`src/rtl/dir_button_conditioner.sv`:
```
// Conditions four raw direction buttons into debounced levels and one-hot,
// single-cycle press pulses; chords and held buttons never produce a pulse.
module dir_button_conditioner #(
  parameter int DEBOUNCE_CYCLES = 2000000,
  parameter int CNT_W           = 32
) (
  input  logic       clk,
  input  logic       rst,
  input  logic       enable,
  input  logic [3:0] btn_raw,
  output logic       bu_front,
  output logic       bu_back,
  output logic       bu_left,
  output logic       bu_right,
  output logic [3:0] btn_level,
  output logic       busy
);

  typedef enum logic {
    ARMED,
    HELD
  } state_t;

  localparam logic [CNT_W-1:0] CNT_MAX = CNT_W'(DEBOUNCE_CYCLES - 1);

  state_t           state_reg, state_next;
  logic [3:0]       sync1_reg, sync2_reg;
  logic [3:0]       level_reg, level_prev_reg;
  logic [3:0]       pulse_reg, pulse_next;
  logic [CNT_W-1:0] cnt_reg  [4];
  logic [CNT_W-1:0] cnt_next [4];
  logic [3:0]       differ, flip, rise;

  // Per-bit debounce: the count survives only while sync2 keeps disagreeing
  // with the debounced level, so any single agreeing cycle restarts it.
  generate
    for (genvar gi = 0; gi < 4; gi++) begin : g_debounce
      assign differ[gi]   = sync2_reg[gi] ^ level_reg[gi];
      assign flip[gi]     = differ[gi] && (cnt_reg[gi] == CNT_MAX);
      assign cnt_next[gi] = (!differ[gi] || flip[gi]) ? '0 : cnt_reg[gi] + 1'b1;
    end
  endgenerate

  assign rise = level_reg & ~level_prev_reg;

  always_ff @(posedge clk or posedge rst) begin
    if (rst) begin
      sync1_reg      <= '0;
      sync2_reg      <= '0;
      level_reg      <= '0;
      level_prev_reg <= '0;
      pulse_reg      <= '0;
      state_reg      <= ARMED;
      for (int i = 0; i < 4; i++) cnt_reg[i] <= '0;
    end else begin
      sync1_reg      <= btn_raw;
      sync2_reg      <= sync1_reg;
      level_reg      <= level_reg ^ flip;
      level_prev_reg <= level_reg;
      pulse_reg      <= pulse_next;
      state_reg      <= state_next;
      for (int i = 0; i < 4; i++) cnt_reg[i] <= cnt_next[i];
    end
  end

  // A rise only fires when it is the sole active button; anything else
  // parks the FSM in HELD until every button is released.
  always_comb begin
    state_next = state_reg;
    pulse_next = '0;
    case (state_reg)
      ARMED: begin
        if (enable && (rise != 4'b0000)) begin
          state_next = HELD;
          if ($onehot(rise) && ((level_reg & ~rise) == 4'b0000)) pulse_next = rise;
        end
      end
      HELD: begin
        if (level_reg == 4'b0000) state_next = ARMED;
      end
      default: state_next = ARMED;
    endcase
  end

  assign bu_front  = pulse_reg[3];
  assign bu_back   = pulse_reg[2];
  assign bu_left   = pulse_reg[1];
  assign bu_right  = pulse_reg[0];
  assign btn_level = level_reg;
  assign busy      = (state_reg == HELD);

endmodule

```
`config.mk`:
```
export PLATFORM = sky130hd
export DESIGN_NAME = dir_button_conditioner
export DESIGN_NICKNAME = d
export VERILOG_FILES = /design/src/rtl/dir_button_conditioner.sv
export SDC_FILE = /design/constraint.sdc
export NUM_CORES = 1
export LEC_CHECK = 0
export ABC_AREA = 1
export CELL_PAD_IN_SITES_DETAIL_PLACEMENT = 0
export CELL_PAD_IN_SITES_GLOBAL_PLACEMENT = 1
export CORE_ASPECT_RATIO = 1.75
export CORE_UTILIZATION = 40
export DETAILED_ROUTE_END_ITERATION = 10
export DONT_BUFFER_PORTS = 1
export MAX_ROUTING_LAYER = met4
export PLACE_DENSITY = 0.74
export SLEW_MARGIN = 20
export SYNTH_ARGS = -nofsm -noshare
export SYNTH_HDL_FRONTEND = slang
export SYNTH_SLANG_ARGS = --single-unit
export TNS_END_PERCENT = 1
```
`constraint.sdc`:
```
create_clock -name clk -period 5.45 [get_ports clk]
set_input_delay 0.8175 -clock clk [delete_from_list [all_inputs] [get_ports clk]]
set_output_delay 0.8175 -clock clk [all_outputs]
set_load 0.03 [all_outputs]
```
Word-level counts from Yosys, hierarchy flattened --
Cells that the tools add are included.
Storage, ports and cells: flip-flop bits (word level) 149, word-level logic and storage cells 59, bits of input ports 7, output and inout bits 9
Operators by class: $add $sub $neg 7, equality and inequality tests 5, mux-type cells 10, reductions and logical operators 17, bitwise logic cells 10
Operators with widths (number):
- $add A32 B1 Y32 const B | 4
- $eq A32 B21 Y1 const B | 4
- $mux W32 | 4
- $mux W4 | 3
- $and A4 B4 Y4 | 2
- $logic_not A4 Y1 | 2
- $not A4 Y4 | 2
- $logic_and A1 B1 Y1 | 6
- $add A1 B1 Y2 | 2
- $logic_not A1 Y1 | 4
- $logic_or A1 B1 Y1 | 4
- $reduce_bool A4 Y1 | 1
- $xor A1 B1 Y1 | 4
- $xor A4 B4 Y4 | 1
- $add A2 B2 Y3 | 1
- $eq A3 B1 Y1 const B | 1
- $mux W1 | 2
- $pmux W1 S2 | 1
- $not A1 Y1 | 1

Depth between registers and ports, before layout --
depth after elaboration 9, gate-level depth with buffers 13, gate-level depth less buffers 13

Worst setup path after synthesis --
No wires, ideal clock.
kind register -> register, from register with a tool-made name, to register pulse_reg[0], data required time 5.377 ns, period minus slack after synthesis 2.154 ns, library setup time 0.073 ns, buffers on the path 0, slack 3.296 ns, stages on the path, launching flop included 12, arrival 2.081 ns, cells stage by stage dfrtp_1 -> nand2_1 -> nor2_1 -> nor2_1 -> ha_1 -> or2_2 -> ha_1 -> nor2_1 -> nand3_1 -> nor2_1 -> nand3_1 -> nor2_1
RTL lines:
- end signal: assignment | line 60 | pulse_reg <= pulse_next;
- end: declaration | line 29 | logic [3:0] pulse_reg, pulse_next;

==> run metrics <==
# setup viols final 0; Crit Path Class reg2reg; Finished Cell Area 0.00969 mm2; initial antenna violation count 1; status completed; Via density about 4.6; clk_skew 0.00718 ns; Worst Hold Path EP sync2_reg[2]; Hold Path Class reg2reg; first-pass GRT wire length 36,500 um; Area contributors post-synth dfrtp_1 (42%), nand2_1 (20%), nor2_1 (15%); Hold Violations, Final 0; syn_area_per_cell 6.75 um2; postcts setup bufs 0; number of global-route vias before repair 7,619; WL/cell 13.4 um; Mapped Cells between 1,000 and 1,500; crit path max fanout 7; DRC viols 0; CTS clk-pin slew, worst paths 0.06 ns; total number of vias 7,521; Rows approximately 70; cts repair resizes 0; Starting Density 40.9%; worst IR drop on VDD about 0.00021 V; Tcrit/Tclk final between 40% and 50%; MaxCap Viol Count 0; total grt overflow 0; critical register-to-register path endpoint pulse_reg[1]; WL final 21,700 um; Reg2Reg Setup Slack around 3.0 ns; Post-CTS Hold Buffers 0; unrepaired setup endpoints after global routing false; Hold Startpoint sync1_reg[2]; layout cells sized above 1 5.19%; Worst setup EP type flip-flop; GRT Util Overall 21.8%; CP startpoint kind flip-flop; Layout area overhead 9.83%; Pwr per Cell Area 254 mW/mm2; Yosys cell types 24; Clock Path Buffers 2; die width 114 um; Reg2Reg Depth 11; post-route ant nets 0; max FFs per register 128; Pins Over Slew Limit 0; Commonest cells post-synth nand2_1 (461), nor2_1 (354), dfrtp_1 (149); Yosys top cell by area dfrtp_1; Worst Path Required a little under 6 ns; Setup TNS 0 ns; post-layout util between 40 and 50%; core box area 0.0216 mm2; # diodes 0; hold-critical path depth 0; final hold slack 0.349 ns; footprint of the multi-input gates between 0.004 and 0.005 mm2; CTS tree built; leak pwr 3.99 nW; post-synth top area share between 40% and 50%; Sink Count 149; Async S/R FF share, synth 100%; placed cell area about 0.009 mm2; Syn Nets 1,321; Critical Path AT 2.84 ns; # fillers about 2,300; Synth Cell Area 0.00882 mm2; Synth Register Bits 149; largest net degree at the start of global routing 103; I/O Pins 16; min Tclk post-route 2.46 ns; full die area 0.0227 mm2; chip height between 150 and 200 um; slew margin rel. 36.2%; post-DP HPWL 16,100 um; Seq/Total Area, Yosys 42.3%; register area 0.00373 mm2; yosys warns 0; Worst Tran Pin Value 0.957 ns; f_max 0.406 GHz; port bufs 0; NumNets Final 1,330; Routability Congestion 0.828; count leader, synth nand2_1; drt first pass iters 4; EDFF count, synth 0; ys flop type dfrtp_1; CTS H-Tree Depth 4; Initial DRC Count approximately 300; Skew-Pair Late Insertion Delay ~0.45 ns; root buffer cell clkbuf_16; total CTS buffers 17
layout make-up:
class	instances	area share, %
Clock buffer	18	4.43
Clock inverter	14	2.05
Tap cell	292	3.77
Timing Repair Buffer	2	0.155
Multi-Input combinational cell	1005	45.6
Sequential cell	149	38.5
Inverter	141	5.51
kinds of logic (layout without fill, tap and decap cells):
kind of cell    count (synthesis)  after routing  synth area share, %
flops                         149            149                 42.3
xor+xnor                       55             55                 5.46
compound gates                 13             13                0.936
buf+inv                       153            175                 7.66
simple gates                  930            930                 42.7
fa+ha+maj                       7              7                0.993
worst max-delay path by stage:
stage,endpoint,start,slack [ns]
after floorplan,async pin,rst,0.62
after global placement,pulse_reg[0],flip-flop,3.01
after detailed placement,pulse_reg[0],flip-flop,3.00
after CTS,pulse_reg[2],flip-flop,2.98
after global routing,pulse_reg[1],flip-flop,2.78
final,pulse_reg[1],flip-flop,2.99
placed cells by master (no fill, tap or decap), drive strengths merged:
| cell type | instances |
|---|---|
| nand4 | 5 |
| nand2 | 468 |
| buf | 2 |
| nor4 | 1 |
| nor2 | 378 |
| clkinv | 6 |
| xnor2 | 13 |
| o21bai | 7 |
| inv | 144 |
| bufinv | 4 |
| clkinvlp | 1 |
| nand3 | 68 |
| or2 | 1 |
| ha | 7 |
| o21ai | 6 |
| nor3 | 2 |
| xor2 | 42 |
| and2 | 4 |
| nand3b | 3 |
| clkbuf | 18 |
| dfrtp | 149 |
per-layer routing:
metal  vias up  track usage (%)  part of all wire [%]
met5         -                -                     0
met4         0             9.96                   3.2
met3        46             4.27                   2.5
met2        83             39.1                    53
met1      3436             22.8                    41
li1       3956                -                     -
through the flow:
step	power, mW	worst slack (ns)	cells
2_1_floorplan	1.20	0.624	1307
3_3_place_gp	1.21	3.01	1589
3_5_place_dp	1.21	3.00	1589
4_1_cts	2.50	2.98	1621
5_1_grt	2.55	2.78	1621
6_report	2.46	2.99	1621
power breakdown:
group          leakage, nW  internal [mW]  switching, mW
clock network        0.305          0.770          0.509
logic                 1.64         0.0104         0.0476
registers             2.05           1.12        0.00789
worst max-delay path, cell delays in order (launching register included):
cell and delay [ns]:
dfrtp_1 0.71, nand2_1 0.19, nor2_1 0.16, nor2_1 0.07
ha_1 0.19, or2_2 0.29, ha_1 0.29, nor2_1 0.10
nand3_1 0.07, nor2_1 0.08, nand3_1 0.14, nor2_1 0.11
Note: power is estimated with default switching activity, not from simulation.
